### src/rtl/time_ascii_tx_pkg.sv
`default_nettype none
// +----------------------------------------------------------------------+
// | time_ascii_tx_pkg : shared types and ASCII constants for time_ascii_tx |
// | Revision: 1.0                                                          |
// +----------------------------------------------------------------------+
package time_ascii_tx_pkg;

  typedef enum logic [1:0] {
    STATE_IDLE = 2'd0,
    STATE_SEND = 2'd1,
    STATE_DONE = 2'd2
  } state_e;

  localparam int MSG_LEN = 12;
  localparam int IDX_W   = 4;

  localparam logic [7:0] ASCII_COLON = 8'h3A;
  localparam logic [7:0] ASCII_SPACE = 8'h20;
  localparam logic [7:0] ASCII_A     = 8'h41;
  localparam logic [7:0] ASCII_P     = 8'h50;
  localparam logic [7:0] ASCII_M     = 8'h4D;
  localparam logic [7:0] ASCII_QMARK = 8'h3F;
  localparam logic [7:0] ASCII_ZERO  = 8'h30;

  // Byte slots of the message "HH:MM:SS XM<eol>"
  localparam logic [IDX_W-1:0] IDX_H1  = 4'd0;
  localparam logic [IDX_W-1:0] IDX_H0  = 4'd1;
  localparam logic [IDX_W-1:0] IDX_C1  = 4'd2;
  localparam logic [IDX_W-1:0] IDX_M1  = 4'd3;
  localparam logic [IDX_W-1:0] IDX_M0  = 4'd4;
  localparam logic [IDX_W-1:0] IDX_C2  = 4'd5;
  localparam logic [IDX_W-1:0] IDX_S1  = 4'd6;
  localparam logic [IDX_W-1:0] IDX_S0  = 4'd7;
  localparam logic [IDX_W-1:0] IDX_SP  = 4'd8;
  localparam logic [IDX_W-1:0] IDX_AP  = 4'd9;
  localparam logic [IDX_W-1:0] IDX_MM  = 4'd10;
  localparam logic [IDX_W-1:0] IDX_EOL = 4'd11;

  typedef struct packed {
    logic       pm;
    logic [7:0] hh;
    logic [7:0] mm;
    logic [7:0] ss;
  } snapshot_t;

endpackage
`default_nettype wire

### src/rtl/time_ascii_tx_if.sv
`default_nettype none
// +----------------------------------------------------------------------+
// | time_ascii_tx_if : valid/ready byte stream carrying the ASCII message  |
// | Revision: 1.0                                                          |
// +----------------------------------------------------------------------+
interface time_ascii_tx_if;
  logic [7:0] tx_data;
  logic       tx_valid;
  logic       tx_ready;

  modport master (
    output tx_data,
    output tx_valid,
    input  tx_ready
  );

  modport slave (
    input  tx_data,
    input  tx_valid,
    output tx_ready
  );
endinterface
`default_nettype wire

### src/rtl/bcd_nibble_to_ascii.sv
`default_nettype none
// +----------------------------------------------------------------------+
// | bcd_nibble_to_ascii : one BCD digit to ASCII, '?' for nibbles above 9  |
// | Revision: 1.0                                                          |
// +----------------------------------------------------------------------+
module bcd_nibble_to_ascii (
  input  logic [3:0] nibble_i,
  output logic [7:0] ascii_o
);
  import time_ascii_tx_pkg::*;

  always_comb begin
    if (nibble_i > 4'd9) begin
      ascii_o = ASCII_QMARK;
    end else begin
      ascii_o = ASCII_ZERO + {4'h0, nibble_i};
    end
  end

endmodule
`default_nettype wire

### src/rtl/time_ascii_tx.sv
`default_nettype none
// +----------------------------------------------------------------------+
// | time_ascii_tx : snapshots a BCD 12-hour time and streams it as ASCII  |
// | Revision: 1.0                                                          |
// +----------------------------------------------------------------------+
module time_ascii_tx #(
  parameter bit         LEADING_BLANK = 1'b0,
  parameter logic [7:0] EOL_CHAR      = 8'h0A
) (
  input  logic            clk,
  input  logic            reset,
  input  logic            start,
  input  logic            pm,
  input  logic [7:0]      hh,
  input  logic [7:0]      mm,
  input  logic [7:0]      ss,
  time_ascii_tx_if.master tx,
  output logic            busy,
  output logic            done
);
  import time_ascii_tx_pkg::*;

  localparam logic [1:0]       IDLE     = STATE_IDLE;
  localparam logic [1:0]       SEND     = STATE_SEND;
  localparam logic [1:0]       DONE     = STATE_DONE;
  localparam logic [IDX_W-1:0] LAST_IDX = IDX_W'(MSG_LEN - 1);

  logic [1:0]       state_q, state_d;
  logic [IDX_W-1:0] index_q, index_d;
  snapshot_t        snap_q,  snap_d;

  logic       valid;
  logic       accept;
  logic [3:0] nibble_sel;
  logic [7:0] digit_ascii;
  logic [7:0] byte_sel;

  assign valid  = (state_q == SEND);
  assign accept = valid && tx.tx_ready;

  always_comb begin
    state_d = state_q;
    index_d = index_q;
    snap_d  = snap_q;
    case (state_q)
      IDLE: begin
        if (start) begin
          snap_d  = '{pm: pm, hh: hh, mm: mm, ss: ss};
          index_d = '0;
          state_d = SEND;
        end
      end
      SEND: begin
        if (accept) begin
          if (index_q == LAST_IDX) begin
            index_d = '0;
            state_d = DONE;
          end else begin
            index_d = index_q + IDX_W'(1);
          end
        end
      end
      DONE:    state_d = IDLE;
      default: state_d = IDLE;
    endcase
  end

  always_ff @(posedge clk) begin
    if (reset) begin
      state_q <= IDLE;
      index_q <= '0;
      snap_q  <= '0;
    end else begin
      state_q <= state_d;
      index_q <= index_d;
      snap_q  <= snap_d;
    end
  end

  // Only the six digit slots reach the converter; other slots ignore it.
  always_comb begin
    nibble_sel = 4'h0;
    case (index_q)
      IDX_H1:  nibble_sel = snap_q.hh[7:4];
      IDX_H0:  nibble_sel = snap_q.hh[3:0];
      IDX_M1:  nibble_sel = snap_q.mm[7:4];
      IDX_M0:  nibble_sel = snap_q.mm[3:0];
      IDX_S1:  nibble_sel = snap_q.ss[7:4];
      IDX_S0:  nibble_sel = snap_q.ss[3:0];
      default: nibble_sel = 4'h0;
    endcase
  end

  bcd_nibble_to_ascii u_digit (
    .nibble_i (nibble_sel),
    .ascii_o  (digit_ascii)
  );

  always_comb begin
    byte_sel = digit_ascii;
    case (index_q)
      IDX_H1: begin
        if (LEADING_BLANK && (snap_q.hh[7:4] == 4'h0)) begin
          byte_sel = ASCII_SPACE;
        end
      end
      IDX_C1, IDX_C2: byte_sel = ASCII_COLON;
      IDX_SP:         byte_sel = ASCII_SPACE;
      IDX_AP:         byte_sel = snap_q.pm ? ASCII_P : ASCII_A;
      IDX_MM:         byte_sel = ASCII_M;
      IDX_EOL:        byte_sel = EOL_CHAR;
      default:        byte_sel = digit_ascii;
    endcase
  end

  assign tx.tx_valid = valid;
  assign tx.tx_data  = valid ? byte_sel : 8'h00;
  assign busy        = valid;
  assign done        = (state_q == DONE);

endmodule
`default_nettype wire

### src/flat_wrapper.sv
// flat-port wrapper written by rule: the top's interface ports become plain ports
module time_ascii_tx_flat import time_ascii_tx_pkg::*;
#(
  parameter bit         LEADING_BLANK = 1'b0,
  parameter logic [7:0] EOL_CHAR      = 8'h0A
)
  (clk, reset, start, pm, hh, mm, ss, busy, done, tx_tx_data, tx_tx_valid, tx_tx_ready);
  time_ascii_tx_if tx_i ();
  input  logic clk;
  input  logic reset;
  input  logic start;
  input  logic pm;
  input  logic [7:0] hh;
  input  logic [7:0] mm;
  input  logic [7:0] ss;
  output logic busy;
  output logic done;
  output wire logic [$bits(tx_i.tx_data)-1:0] tx_tx_data;
  output wire logic [$bits(tx_i.tx_valid)-1:0] tx_tx_valid;
  input wire logic [$bits(tx_i.tx_ready)-1:0] tx_tx_ready;
  assign tx_tx_data = tx_i.tx_data;
  assign tx_tx_valid = tx_i.tx_valid;
  assign tx_i.tx_ready = tx_tx_ready;
  time_ascii_tx #(.LEADING_BLANK(LEADING_BLANK), .EOL_CHAR(EOL_CHAR)) u_core (.clk(clk), .reset(reset), .start(start), .pm(pm), .hh(hh), .mm(mm), .ss(ss), .tx(tx_i), .busy(busy), .done(done));
endmodule
### config.mk
export PLATFORM = sky130hd
export DESIGN_NAME = time_ascii_tx_flat
export DESIGN_NICKNAME = d
export VERILOG_FILES = /design/src/rtl/time_ascii_tx_pkg.sv /design/src/rtl/time_ascii_tx_if.sv /design/src/rtl/bcd_nibble_to_ascii.sv /design/src/rtl/time_ascii_tx.sv /design/src/flat_wrapper.sv
export SDC_FILE = /design/constraint.sdc
export NUM_CORES = 1
export LEC_CHECK = 0
export CAP_MARGIN = 20
export CORE_MARGIN = 3
export CORE_UTILIZATION = 53
export DETAILED_ROUTE_END_ITERATION = 10
export GPL_ROUTABILITY_DRIVEN = 0
export GPL_TIMING_DRIVEN = 0
export PLACE_DENSITY = 0.85
export SLEW_MARGIN = 30
export SYNTH_ARGS = -nofsm -noshare
export SYNTH_HDL_FRONTEND = slang
export SYNTH_HIERARCHICAL = 1
export SYNTH_SLANG_ARGS = --single-unit
export TNS_END_PERCENT = 50
### constraint.sdc
create_clock -name clk -period 7.3 [get_ports clk]
set_input_delay 2.19 -clock clk [delete_from_list [all_inputs] [get_ports clk]]
set_output_delay 2.19 -clock clk [all_outputs]
set_load 0.05 [all_outputs]
-- Word-level counts from Yosys, hierarchy flattened
Index checks and enable logic that the tools add are counted.
- memories kept: 0
- register bits after elaboration: 31
- bits of input ports: 29
- RAM bits: 0
- output and inout port bits: 11
- latch bits: 0
- memory bits (read-only): 0
- logic and storage cells: 46
- add/subtract/negate cells: 2
- reduce and logical (&&, ||, !) cells: 8
- equality and inequality tests: 16
- multiply operators: 0
- multiplexer cells: 13
- shift operators: 0
- magnitude comparators: 1
- divide/modulo/power cells: 0
- bitwise logic cells: 0
- operator list (cell ; number):
    8-bit case mux with 5 select lines ; 1
    4-bit case mux with 6 select lines ; 1
    4-bit by 3-bit equality test with 1-bit output, second input constant ; 4
    4-bit equality test, second input constant ; 4
    4-bit two-way mux ; 3
    4-bit by 2-bit equality test with 1-bit output, second input constant ; 2
    8-bit two-way mux ; 1
    4-bit case mux with 2 select lines ; 1
    6-bit by 4-bit adder with 7-bit output, first input constant ; 1
    7-bit two-way mux ; 1
    2-bit two-way mux ; 3
    2-bit != test, second input constant ; 3
    3-bit AND reduction ; 2
    5-bit two-way mux ; 1
    4-bit by 1-bit adder with 4-bit output, second input constant ; 1
    4-bit by 1-bit equality test with 1-bit output, second input constant ; 1
    4-bit greater-than comparator, second input constant ; 1
    4-bit logical NOT ; 1
    2-bit case mux with 2 select lines ; 1
    2-bit by 1-bit equality test with 1-bit output, second input constant ; 1
    2-bit equality test, second input constant ; 1
    2-bit logical NOT ; 1
    2-bit AND reduction ; 1
    2-bit nonzero test ; 1
    other kinds (2) ; 2

-- Longest topological paths before layout
Gate-level depths: netlist of run 1.
- depth in word-level cells: 6
- depth in mapped cells: 11
- gate-level depth less buffers: 10

-- Hierarchy
The synthesis of run 1 kept the hierarchy.
- modules (own cells, without submodules) (module ; area an instance (µm²) ; times used ; sequential area each (µm²) ; cells each):
    time_ascii_tx ; 1587.8 ; 1 ; 620.6 ; 206
    bcd_nibble_to_ascii ; 67.6 ; 1 ; 0.0 ; 11

-- Worst setup path after synthesis of run 1
No wires, ideal clock.
- path kind: register -> output
- from: reg u_core.index_q[0]
- to: out tx_tx_data[2]
- path buffers: 1
- path slack: 2704 ps
- arrival time: 2406 ps
- data required time: 5110 ps
- stages on the path, launching flop included: 10
- cell sequence: dfxtp_1 -> inv_1 -> ha_1 -> clkbuf_1 -> a222oi_1 -> and2_1 -> a211oi_1 -> a21o_1 -> nand2_1 -> a21oi_1
- word-level cells in the longest chain between the ends: 6
- elaborated cells on any way between the ends: 19
- those cells by class: 1 x add/sub; 1 x order compare; 11 x eq/ne; 4 x mux; 2 x reduce/logical
- ends and longest elaborated chain (element ; line ; RTL):
    start: declaration ; time_ascii_tx.sv:29 ; logic [IDX_W-1:0] index_q, index_d;
    start signal: assignment ; time_ascii_tx.sv:75 ; index_q <= index_d;
    4-bit by 3-bit equality test with 1-bit output, or another cell as far along ; time_ascii_tx.sv:83 ; case (index_q)
    4-bit case mux with 6 select lines (*) ; time_ascii_tx.sv:83 ;
    named net u_core.nibble_sel[1] ; time_ascii_tx.sv:34 ; logic [3:0] nibble_sel;
    6-bit by 4-bit adder with 7-bit output / 4-bit greater-than comparator (equally long branches) ; bcd_nibble_to_ascii.sv:16, bcd_nibble_to_ascii.sv:13 ;
    7-bit two-way mux (*) ; bcd_nibble_to_ascii.sv:13 ; if (nibble_i > 4'd9) begin
    named net u_core.digit_ascii[2] ; time_ascii_tx.sv:35 ; logic [7:0] digit_ascii;
    8-bit case mux with 5 select lines (*) ; time_ascii_tx.sv:101 ; case (index_q)
    8-bit two-way mux (*) ; time_ascii_tx.sv:117 ; assign tx.tx_data = valid ? byte_sel : 8'h00;
    end: declaration ; flat_wrapper.sv:18 ; output wire logic [$bits(tx_i.tx_data)-1:0] tx_tx_data;
Mark *: on every way through the listed nets, which the timed path passes. The rest lies on a longest branch.

-- Worst setup path after layout of run 1
- from: reg u_core.index_q[0]
- to: out tx_tx_data[0]
- word-level cells in the longest chain between the ends: 6
- elaborated cells on any way between the ends: 19
- those cells by class: 1 x add/sub; 1 x order compare; 11 x eq/ne; 4 x mux; 2 x reduce/logical
- ends and longest elaborated chain (element ; line):
    4-bit by 3-bit equality test with 1-bit output, or another cell as far along ; time_ascii_tx.sv:83
    4-bit case mux with 6 select lines (*) ; time_ascii_tx.sv:83
    named net u_core.nibble_sel[2] ; time_ascii_tx.sv:34
    4-bit greater-than comparator (*) ; bcd_nibble_to_ascii.sv:13
    7-bit two-way mux (*) ; bcd_nibble_to_ascii.sv:13
    named net u_core.digit_ascii[0] ; time_ascii_tx.sv:35
    8-bit case mux with 5 select lines (*) ; time_ascii_tx.sv:101
    8-bit two-way mux (*) ; time_ascii_tx.sv:117
Marked as above.

==> flow_summary_export.csv, run 1 <==
group,metric,value,unit
clocking,root_buffer,"clkbuf_4",
synth,synth_common_cells,"60 x nand2_1, 32 x a21oi_1, 31 x dfxtp_1, 10 x buf_2, 7 x nor2_1",
critical_path,r2r-end,"u_core/state_q[0]$_SDFFE_PP0P_",
sta,timing.final.crit_share,75.40,%
critical_path,r2r_start,"u_core/index_q[1]$_SDFFE_PP0P_",
synth,async_flop_share,0,%
critical_path,crit_slowest_cell,"clkdlybuf4s50_1",
clocking,hold_buffers,0,
worst_hold_path,hold_path.class,"reg2reg",
clocking,cts_num_sinks,31,
routing,via_count,1658,
cells_and_area,area_growth,29.63,%
routing,route.detailed.drc,0,
sta,setup_viol,0,
critical_path,worstSetupEndpointType,"output port",
critical_path,r2r_setup_slack,5.56,ns
sta,tns,0,ns
critical_path,worstSetupStartpointType,"flop",
global_route,gr-total-overflow,0,
global_route,grt_pass1_vias,1370,
sta,skew,0.007492,ns
clocking,cts_buffers,5,
power,power,352.4,µW
power,p_leak,0.0008375,µW
floorplan,fp.dieH,61.89,µm
synth,synth_top_area_share,37.49,%
synth,synthTopCellsByArea,"dfxtp_1 37%, nand2_1 14%, a21oi_1 9.7%, a222oi_1 3.6%, buf_2 3.0%",
global_route,grt_start_max_net_pins,11,
synth,synth_edf_count,0,
global_route,grt_usage,22.24,%
placed_design,place_area,2096,µm²
clocking,htreeDepth,2,
routing,totalWireLength,4020,µm
floorplan,dieArea,3830,µm²
clocking,clkSlewWorstSetupHoldPaths,0.10,ns
worst_hold_path,whs_endpoint,"u_core/snap_q[22]$_SDFFE_PP0P_",
global_route,antenna_found_initial,0,
synth,synthFlopType,"dfxtp_1",
placed_design,dpl.hpwl,2975,µm
sta,whs,0.4614,ns
power,max-vdd-ir-drop,0.0001381,V
critical_path,cpLargestDelayFamily,"buffers and inverters",
floorplan,start_util,57.55,%
synth,synth.distinct_cells,39,
sta,tightest_slew,0.5408,ns
sta,hold_viol,0,
cells_and_area,nFillCells,242,
critical_path,cp.depth,11,
cells_and_area,drive_above_1_share,11.32,%
sta,slew_headroom,63.79,%
cells_and_area,finalNetCount,297,
outcome,status,"completed",
critical_path,cpPeakStageDelay,0.82,ns
routing,drtIter0Drc,130,
cells_and_area,fin_area,2146,µm²
routing,firstDrtPassIters,5,
cells_and_area,post-route-util,74.60,%
critical_path,path_cells,"inv_1 -> ha_1 -> clkbuf_1 -> a222oi_1 -> and2_1 -> a211oi_1 -> o21ai_1 -> nand2b_1 -> nand2_1 -> a21oi_1 -> clkdlybuf4s50_1",
sta,clock.fmax,181.7,MHz
critical_path,crit_type,"reg2out",
synth,netlist_instances,217,
routing,wl_per_cell,13.09,µm
synth,yosysTopAreaCell,"dfxtp_1",
clocking,clockBufferDepth,2,
clocking,post_cts_buffers,0,
synth,synth.avg_cell_area,7.628,µm²
clocking,cts_tree,"yes",
synth,syn-cell-area,1655,µm²
worst_hold_path,hold_path_depth,2,
critical_path,crit_fanout,10,
sta,rsz0062_at_grt,"false",
power,powerDensity,164.2,nW/µm²
sta,final_max_slew_viol_count,0,
floorplan,coreArea,2877,µm²
placed_design,port_buffers,38,
flow_run,maxCapViolations,0,
synth,synth_most_common_cell,"nand2_1",
cells_and_area,antenna_cells,0,
cells_and_area,seqCellArea,620.6,µm²
floorplan,die-width,61.89,µm
clocking,insertion_delay,0.34,ns
floorplan,rows,19,
floorplan,io-pin-count,40,
synth,yosysWarnings,6,
critical_path,rr_worst_depth,5,
critical_path,required,5.11,ns
routing,postRouteAntennaNets,0,
critical_path,critical_path_buf_inv_count,3,
sta,min_period,5.504,ns
global_route,grt_pass1_wl,6189,µm
cells_and_area,multi_input_area,905.9,µm²
critical_path,crit_arrival,3.31,ns
routing,via_per_inst,5.401,
synth,synth_seq_cells,31,
synth,ys_seq_area_share,37.49,%
clocking,cts_resized,0,
worst_hold_path,min_from,"u_core/snap_q[22]$_SDFFE_PP0P_",
-- sequential cells by signal (all words and copies together) (netlist names) --
signal	cells
u_core/index_q	4
u_core/snap_q	25
u_core/state_q	2
-- report_power, final --
group | switching [µW] | total, µW | internal [µW]
Combinational | 38.9 | 74.2 | 35.3
Sequential | 5.42 | 183 | 178
Clock | 57.8 | 95.3 | 37.5
-- worst min-delay path: cells and delay by family (launching register included) --
| family | cells | cell delay [ns] |
|---|---|---|
| AND/OR/NAND/NOR | 1 | 0.05 |
| flip-flops | 1 | 0.32 |
| AO/OA/AOI/OAI | 1 | 0.05 |
-- metrics by stage --
stage,worst slack [ns],std cells
after global routing,1.590,307
final,1.796,307
after floorplan,2.704,219
after global placement,2.226,299
after detailed placement,2.214,299
after CTS,1.834,307
-- area by class of cell --
cell class              instances  share of cell area [%]
multi-input cells             162                   42.22
flip-flops and latches         31                   28.92
repair buffers                 38                   17.73
plain buffers                  22                   5.656
well taps                      42                   2.449
clock buffers                   7                   2.099
inverters                       4                  0.6997
clock inverters                 1                  0.2332
-- kinds of logic (layout without fill, tap and decap cells) --
group | count (synthesis) | after routing | share of synthesized area, %
AO/OA/AOI/OAI | 59 | 59 | 23.20
adder cells (fa/ha/maj) | 4 | 4 | 3.024
buffers and inverters | 26 | 72 | 8.239
flip-flops | 31 | 31 | 37.49
multiplexers | 4 | 4 | 2.570
other | 2 | 4 | 0.4537
AND/OR/NAND/NOR | 91 | 91 | 25.02
-- worst max path at each step --
stage                                         from            end
finish              u_core/index_q[0]$_SDFFE_PP0P_  tx_tx_data[0]
global route        u_core/index_q[0]$_SDFFE_PP0P_  tx_tx_data[2]
CTS                 u_core/index_q[1]$_SDFFE_PP0P_  tx_tx_data[2]
detailed placement  u_core/index_q[1]$_SDFFE_PP0P_  tx_tx_data[2]
global placement    u_core/index_q[0]$_SDFFE_PP0P_  tx_tx_data[0]
floorplan           u_core/index_q[0]$_SDFFE_PP0P_  tx_tx_data[2]
-- per-layer routing --
metal	share of wire, %	wire length (µm)	global-route usage, %
met5	0	0	0
met4	1.9	77	10.30
met3	6.0	241	5.165
met2	46	1869	36.02
met1	46	1831	28.03
-- cells in the final DEF, fill, tap and decap left out, drive strengths merged, types with 2 or more instances in the layout --
master and count:
a221oi 2, mux2i 2, a222oi 6, a21o 2
and2 3, ha 4, nand2b 3, inv 4
mux2 2, clkdlybuf4s50 38, o21ai 4, clkbuf 13
buf 16, a21oi 32, nor2 7, nor3 3
a211oi 3, nand2 60, or3 2, dfxtp 31
conb 4, nor2b 4, nand3 4, a31oi 3
Power figures use the tool's default switching activity.
==> run 2: changes to the inputs <==
- CORE_UTILIZATION: 53 -> 49
- PLACE_DENSITY: 0.85 -> 0.79
- clock period: 7.3 -> 5.75 ns (I/O delays scaled with it)
==> flow_summary_export.csv, run 2 (same netlist as run 1, synthesis figures left out) <==
group,metric,value,unit
floorplan,die-width,64.12,µm
power,p_leak,0.0008534,µW
clocking,htreeDepth,2,
worst_hold_path,min_from,"u_core/snap_q[23]$_SDFFE_PP0P_",
sta,whs,0.4592,ns
routing,totalWireLength,4055,µm
sta,tightest_slew,0.6658,ns
cells_and_area,top_register,"u_core/snap_q",
floorplan,start_util,52.92,%
cells_and_area,antenna_cells,0,
critical_path,path_cells,"inv_1 -> ha_1 -> clkbuf_1 -> a222oi_1 -> and2_1 -> a211oi_1 -> a21o_1 -> nand2_1 -> a21oi_1 -> clkdlybuf4s50_1",
placed_design,post-place-ws,1.156,ns
critical_path,crit_type,"reg2out",
sta,timing.final.crit_share,87.73,%
worst_hold_path,whs_endpoint,"u_core/snap_q[23]$_SDFFE_PP0P_",
routing,drtIter0Drc,132,
floorplan,fp.dieH,64.12,µm
cells_and_area,mostFrequentLayoutCell,"nand2_1",
critical_path,crit_slowest_cell,"clkdlybuf4s50_1",
sta,tns,0,ns
floorplan,dieArea,4111,µm²
critical_path,worstSetupStartpointType,"flop",
critical_path,crit_arrival,3.32,ns
clocking,cts_tree,"yes",
cells_and_area,area_growth,31.67,%
sta,hold_viol,0,
critical_path,worstSetupEndpointType,"output port",
cells_and_area,seqCellArea,620.6,µm²
routing,postRouteAntennaNets,0,
clocking,post_cts_buffers,0,
sta,clock.fmax,198.2,MHz
worst_hold_path,hold_path.class,"reg2reg",
floorplan,io-pin-count,40,
clocking,hold_buffers,0,
floorplan,coreArea,3128,µm²
global_route,antenna_found_initial,0,
cells_and_area,nFillCells,272,
cells_and_area,drive_above_1_share,12.08,%
cells_and_area,final_cell_mix,"60 x nand2_1, 38 x clkdlybuf4s50_1, 32 x a21oi_1, 31 x dfxtp_1, 10 x buf_2",
clocking,clkSlewWorstSetupHoldPaths,0.11,ns
routing,via_count,1642,
routing,firstDrtPassIters,4,
cells_and_area,biggestRegsByFlops,"u_core/snap_q x25, u_core/index_q x4, u_core/state_q x2",
placed_design,port_buffers,38,
global_route,grt_start_max_net_pins,12,
sta,setup_viol,0,
critical_path,crit_fanout,10,
sta,rsz0062_at_grt,"false",
clocking,clockBufferDepth,2,
routing,via_per_inst,5.314,
critical_path,r2r_setup_slack,4.12,ns
routing,route.detailed.drc,0,
cells_and_area,multi_input_area,905.9,µm²
sta,skew,0.004675,ns
outcome,status,"completed",
clocking,cts_buffers,5,
power,powerDensity,229.2,nW/µm²
global_route,grt_pass1_vias,1516,
sta,final_max_slew_viol_count,0,
critical_path,r2r-end,"u_core/index_q[2]$_SDFFE_PP0P_",
clocking,cts_num_sinks,31,
critical_path,crit_path_start,"u_core/index_q[0]$_SDFFE_PP0P_",
floorplan,rows,20,
global_route,grt_usage,21.04,%
critical_path,cpPeakStageDelay,0.83,ns
critical_path,r2r_start,"u_core/index_q[1]$_SDFFE_PP0P_",
clocking,cts_resized,0,
power,max-vdd-ir-drop,0.0001588,V
critical_path,rr_worst_depth,5,
clocking,insertion_delay,0.34,ns
cells_and_area,largest_reg_flops,25,
flow_run,maxCapViolations,0,
sta,slew_headroom,55.42,%
clocking,root_buffer,"clkbuf_4",
worst_hold_path,hold_path_depth,2,
global_route,grt_pass1_wl,6741,µm
critical_path,required,4.03,ns
sta,finalWorstSetupSlack,0.7057,ns
routing,wl_per_cell,13.12,µm
cells_and_area,finalNetCount,297,
placed_design,dpl.hpwl,2881,µm
global_route,gr-total-overflow,0,
sta,min_period,5.044,ns
## run 2: cell types whose count changed in the layout (fill, tap and decap cells not counted), sizes merged
cell,change
clkbuf,-2
bufinv,+1
clkinv,+1
## run 2: worst max path at each step
| stage | to | slack [ns] | cells past startpoint |
|---|---|---|---|
| after floorplan | tx_tx_data[2] | 1.62 | 9 |
| after global placement | tx_tx_data[0] | 1.18 | 11 |
| after detailed placement | tx_tx_data[1] | 1.16 | 10 |
| after CTS | tx_tx_data[1] | 0.73 | 10 |
| after global routing | tx_tx_data[0] | 0.49 | 11 |
| final | tx_tx_data[1] | 0.71 | 10 |
## run 2: metrics by stage
stage / std cells / utilization, % / power (µW) / instance area, µm²
after floorplan: 219 / - / 293.4 / 1663
after global placement: 301 / 67.08 / 329.6 / 2098
after detailed placement: 301 / 67.08 / 330.6 / 2098
after CTS: 309 / 69.68 / 503.0 / 2180
after global routing: 309 / 69.68 / 520.9 / 2180
final: 309 / 69.68 / 499.5 / 2180
## run 2: critical path: cells and delay by family, from the launching register on
kind	cells	cell delay [ns]
buf+inv	3	1.32
compound gates	4	0.88
flops	1	0.36
simple gates	2	0.24
fa+ha+maj	1	0.18
## run 2: routing by layer
metal	global-route usage [%]	routed length [µm]	vias to the layer above
li1	-	-	836
met1	26.44	1910	747
met2	33.68	1849	55
met3	5.975	254	4
met4	8.707	40	0
met5	0	0	-
## run 2: power breakdown
group / total (µW) / switching [µW] / internal (µW)
Sequential: 232 / 6.67 / 226
Combinational: 94.5 / 49.6 / 44.8
Clock: 173 / 81.5 / 91.4
Total: 500 / 138 / 362
## run 2: layout make-up
| class | count | area share [%] |
|---|---|---|
| clock buffers | 5 | 1.722 |
| inverters | 4 | 0.6889 |
| clock inverters | 3 | 2.009 |
| well taps | 44 | 2.526 |
| plain buffers | 22 | 5.568 |
| flip-flops and latches | 31 | 28.47 |
| repair buffers | 38 | 17.45 |
| multi-input cells | 162 | 41.56 |
==> run 3: changes to the inputs <==
- CELL_PAD_IN_SITES_DETAIL_PLACEMENT: default -> 1
- CELL_PAD_IN_SITES_GLOBAL_PLACEMENT: default -> 2
- CORE_UTILIZATION: 49 -> 27
- GPL_TIMING_DRIVEN: 0 -> 1
- PLACE_DENSITY: 0.79 -> default
- PLACE_DENSITY_LB_ADDON: default -> 0.1
==> flow_summary_export.csv, run 3 (same netlist as run 1, synthesis figures left out) <==
group,metric,value,unit
routing,wl_per_cell,14.37,µm
routing,via_count,1541,
critical_path,crit_type,"reg2out",
cells_and_area,final_cell_mix,"60 x nand2_1, 38 x clkdlybuf4s50_1, 32 x a21oi_1, 31 x dfxtp_1, 7 x nor2_1",
cells_and_area,top_register,"u_core/snap_q",
worst_hold_path,hold_path.class,"reg2reg",
sta,slew_headroom,61.41,%
critical_path,crit_fanout,14,
placed_design,dpl.hpwl,3334,µm
clocking,cts_buffers,5,
sta,skew,0.005103,ns
routing,via_per_inst,4.861,
global_route,grt_start_max_net_pins,32,
placed_design,placedCellCount,309,
floorplan,start_util,28.99,%
placed_design,port_buffers,38,
floorplan,die-width,84.30,µm
cells_and_area,finalNonFillerCells,317,
clocking,htreeDepth,2,
sta,final_max_slew_viol_count,0,
cells_and_area,fin_area,2116,µm²
sta,hold_viol,0,
floorplan,dieArea,7106,µm²
cells_and_area,drive_above_1_share,7.347,%
critical_path,worstSetupEndpointType,"output port",
sta,min_period,4.822,ns
outcome,status,"completed",
global_route,grt_pass1_wl,7762,µm
clocking,insertion_delay,0.28,ns
cells_and_area,biggestRegsByFlops,"u_core/snap_q x25, u_core/index_q x4, u_core/state_q x2",
sta,tns,0,ns
routing,totalWireLength,4556,µm
power,max-vdd-ir-drop,0.00009588,V
critical_path,required,4.03,ns
placed_design,post-place-ws,1.257,ns
clocking,cts_resized,0,
flow_run,maxCapViolations,0,
cells_and_area,mostFrequentLayoutCell,"nand2_1",
clocking,cts_tree,"yes",
cells_and_area,post-route-util,37.06,%
placed_design,place_area,2027,µm²
sta,timing.final.crit_share,83.86,%
sta,tightest_slew,0.5781,ns
cells_and_area,area_growth,27.82,%
clocking,hold_buffers,0,
power,p_leak,0.0007764,µW
critical_path,crit_arrival,3.10,ns
routing,postRouteAntennaNets,0,
routing,firstDrtPassIters,4,
sta,finalWorstSetupSlack,0.9282,ns
floorplan,coreArea,5709,µm²
sta,setup_viol,0,
routing,drtIter0Drc,114,
floorplan,io-pin-count,40,
clocking,cts_num_sinks,31,
routing,route.detailed.drc,0,
global_route,grt_usage,13.52,%
global_route,gr-total-overflow,0,
floorplan,fp.dieH,84.30,µm
floorplan,rows,27,
sta,rsz0062_at_grt,"false",
clocking,post_cts_buffers,0,
global_route,grt_pass1_vias,1502,
cells_and_area,largest_reg_flops,25,
clocking,clockBufferDepth,2,
sta,clock.fmax,207.4,MHz
critical_path,worstSetupStartpointType,"flop",
cells_and_area,finalNetCount,277,
clocking,root_buffer,"clkbuf_8",
power,powerDensity,232.1,nW/µm²
clocking,clkSlewWorstSetupHoldPaths,0.07,ns
cells_and_area,antenna_cells,0,
global_route,antenna_found_initial,0,
==> run 3: cell types whose count changed in the layout (fill, tap and decap cells not counted), sizes merged <==
cell,before,now
bufinv,1,0
clkbuf,11,5
clkinv,2,1
buf,16,2
clkinvlp,0,2
==> run 3: final timing paths <==
path	startpoint	cells past startpoint	slack, ns	endpoint
hold reg to reg	u_core/snap_q[20]$_SDFFE_PP0P_	2	0.46	u_core/snap_q[20]$_SDFFE_PP0P_
setup reg to reg	u_core/state_q[1]$_SDFFE_PP0P_	5	3.98	u_core/index_q[2]$_SDFFE_PP0P_
hold / removal	u_core/snap_q[20]$_SDFFE_PP0P_	2	0.46	u_core/snap_q[20]$_SDFFE_PP0P_
setup / recovery	u_core/index_q[1]$_SDFFE_PP0P_	8	0.93	tx_tx_data[2]
==> run 3: cell type report <==
class | instances | area (µm²)
inverters | 4 | 15.01
flip-flops and latches | 31 | 620.6
fillers | 704 | 3593
well taps | 72 | 90.09
multi-input cells | 162 | 905.9
repair buffers | 40 | 395.4
clock buffers | 5 | 68.82
clock inverters | 3 | 20.02
==> run 3: layer usage <==
metal	routed length, µm	share of wire, %	global-route usage, %	vias to the layer above
met1	2345	51	19.56	707
met5	0	0	0	-
met4	21	0.46	3.947	0
met3	190	4.2	3.337	2
met2	1999	44	19.73	33
li1	-	-	-	799
==> run 3: power breakdown <==
part / switching [µW] / total (µW) / internal (µW)
Combinational: 48.3 / 88.7 / 40.4
Clock: 85.4 / 169 / 84.1
Sequential: 7.34 / 233 / 226
==> run 3: stage by stage <==
stage                     hold slack [ns]  total power, µW
final                              0.4563            491.1
after global routing               0.4786            522.2
after CTS                          0.4595            501.0
after detailed placement           0.4495            327.6
after global placement             0.4469            327.8
after floorplan                    0.4329            293.4
==> run 3: critical path: stages, from the launching register on <==
cell and delay, ns:
dfxtp_1 0.39, ha_1 0.52, a222oi_1 0.14, and2_1 0.19, a211oi_1 0.38, a21o_1 0.18, nand2_1 0.04, a21oi_1 0.15
clkdlybuf4s50_1 0.82
==> patch: new RTL, config.mk and constraints of run 3 <==
Change the package constant `IDX_W` from 4 to 6.
--- a/src/rtl/time_ascii_tx_pkg.sv
+++ b/src/rtl/time_ascii_tx_pkg.sv
@@ -14,3 +14,3 @@
   localparam int MSG_LEN = 12;
-  localparam int IDX_W   = 4;
+  localparam int IDX_W   = 6;
 
Check against the original RTL: same outputs for any inputs over 10 cycles, from zero or initial values and one cycle with reset high; that may be too few to reach the edited logic, so the function may still have changed.
==> patch against run 3 <==
Critical path type unchanged; wire length grew 13%; sequential cell count rose by 2; largest cell class unchanged; setup slack worse by 0.0057 ns; area after synthesis is 8.0% higher; die area up 7.4%; total power is 5.6% higher; sequential power increased by 6%; hold slack better by 0.0039 ns; register-to-register slack better by 0.02 ns; final area grew 7.5%.
==> patch: results (changes against run 3) <==
cts:
  ctsResizeCount: 0  # unchanged
  cts_root_buf: "clkbuf_8"  # unchanged
  htreeDepth: 2  # unchanged
  cts_hold_buf: 0  # unchanged
  cts_buffer_depth: 2  # unchanged
  cts_post_setup_buffers_inserted: 0  # unchanged
global_routing:
  grt_use_met3: 0.0322  # was 0.0334
  gr-usage-met1: 0.194  # was 0.196
  grt_util_all_layers: 0.146  # was 0.135
  grt_max_degree: 34  # was 32
  grt_pass1_wl_mm: 8.66  # was 7.76 mm
  grt_pass1_vias: 1723  # was 1502
  grt_overflow_total: 0  # unchanged
  use_met2: 0.229  # was 0.197
yosys:
  yosysUniqueCellTypes: 43  # was 39
  async_flop_share: 0  # unchanged
  synth_seq_cells: 33  # was 31
  synth_compound_area_frac: 0.242  # was 0.232
  synth_fa_ha_area_frac: 0.0280  # was 0.0302
  synth_mux_area_frac: 0.00560  # was 0.0257
  synth_area_leaders: "dfxtp_1 37%, nand2_1 13%, a21oi_1 8.7%, ha_1 2.8%, o21ai_0 2.8%"  # was dfxtp_1 37%, nand2_1 14%, a21oi_1 9.7%, a222oi_1 3.6%, buf_2 3.0%
  ys_seq_area_frac: 0.369  # was 0.375
  ys_top_cells_by_count: "64 x nand2_1, 33 x dfxtp_1, 31 x a21oi_1"  # was 60 x nand2_1, 32 x a21oi_1, 31 x dfxtp_1
finish:
  top_regs: "u_core/snap_q (25), u_core/index_q (6), u_core/state_q (2)"  # was u_core/snap_q (25), u_core/index_q (4), u_core/state_q (2)
  fillers: 796  # was 704
  multi_input_gates: 180  # was 162
  clk_share: 0.0396  # was 0.0420
  buffer_area_frac: 0.174  # was 0.187
  nets: 297  # was 277
  nClkBuffers: 6  # was 5
  drive_gt1_frac: 0.0720  # was 0.0735
  final_area_um2: 2270  # was 2120 um2
  seq_share: 0.290  # was 0.293
  multi_input_area_share: 0.447  # was 0.428
detailed_routing:
  detail_route.iter0.violations: 63  # was 114
  viasPerCell: 4.97  # was 4.86
  drc: 0  # unchanged
  wl_per_cell_um: 15.1  # was 14.4 um
placement:
  dp_slack_ns: 1.20  # was 1.26 ns
  dpl-instance-area_um2: 2180  # was 2030 um2
  dp_hpwl_mm: 3.63  # was 3.33 mm
die:
  core.rowCount: 29  # was 27
timing:
  max_slew.worst_pin.slew_ns: 0.863  # was 0.578 ns
  skew_ns: 0.00431  # was 0.00510 ns
  finalWorstSetupSlack_ns: 0.922  # was 0.928 ns
worst_setup_path:
  crit_path_start: "u_core/index_q[0]$_SDFFE_PP0P_"  # was u_core/index_q[1]$_SDFFE_PP0P_
  ff2ff_setup_slack_ns: 4.00  # was 3.98 ns
  rr_endpoint: "u_core/index_q[0]$_SDFFE_PP0P_"  # was u_core/index_q[2]$_SDFFE_PP0P_
  r2r_cells: 4  # was 5
  worstSetupEndpoint: "tx_tx_data[4]"  # was tx_tx_data[2]
  crit_fanout: 7  # was 14
  path_delay_family: "buffers and inverters"  # was compound AO/OA/AOI/OAI gates
outcome:
  status: "completed"  # unchanged
power_and_ir_drop:
  ir_drop_uv: 96.6  # was 95.9 uV
  power.leakage_nw: 0.821  # was 0.776 nW
==> patch: cell count changes in the layout (fill, tap and decap cells not counted), moves of 3 or more <==
cell             run 3  this run
a222oi_1             6         1
o21ai_0              3        10
a211oi_1             3         0
nor3_1               2         5
nand2_1             60        64
a22oi_1              0         4
a32oi_1              1         4
nor2b_1              4         7
==> patch: how the worst min path moves through the flow <==
stage,from,to,cells after the start
after floorplan,u_core/snap_q[15]$_SDFFE_PP0P_,u_core/snap_q[15]$_SDFFE_PP0P_,2
after global placement,u_core/snap_q[9]$_SDFFE_PP0P_,u_core/snap_q[9]$_SDFFE_PP0P_,2
after detailed placement,u_core/snap_q[9]$_SDFFE_PP0P_,u_core/snap_q[9]$_SDFFE_PP0P_,2
after CTS,u_core/snap_q[9]$_SDFFE_PP0P_,u_core/snap_q[9]$_SDFFE_PP0P_,2
after global routing,u_core/snap_q[9]$_SDFFE_PP0P_,u_core/snap_q[9]$_SDFFE_PP0P_,2
final,u_core/snap_q[11]$_SDFFE_PP0P_,u_core/snap_q[11]$_SDFFE_PP0P_,2
==> patch: report_power, final <==
group	switching (mW)	internal [mW]
Clock	0.0892	0.0947
Combinational	0.0494	0.0383
Sequential	0.00757	0.239
==> patch: metrics by stage <==
| step | instances | hold slack [ns] |
|---|---|---|
| floorplan | 237 | 0.436 |
| global placement | 334 | 0.446 |
| detailed placement | 334 | 0.450 |
| CTS | 341 | 0.460 |
| global route | 341 | 0.474 |
| finish | 341 | 0.460 |
==> patch: layer usage <==
metal | wire length, um | share of wire
met2 | 2320 | 0.45
met1 | 2590 | 0.50
met3 | 166 | 0.032
met5 | 0 | 0
met4 | 63 | 0.012
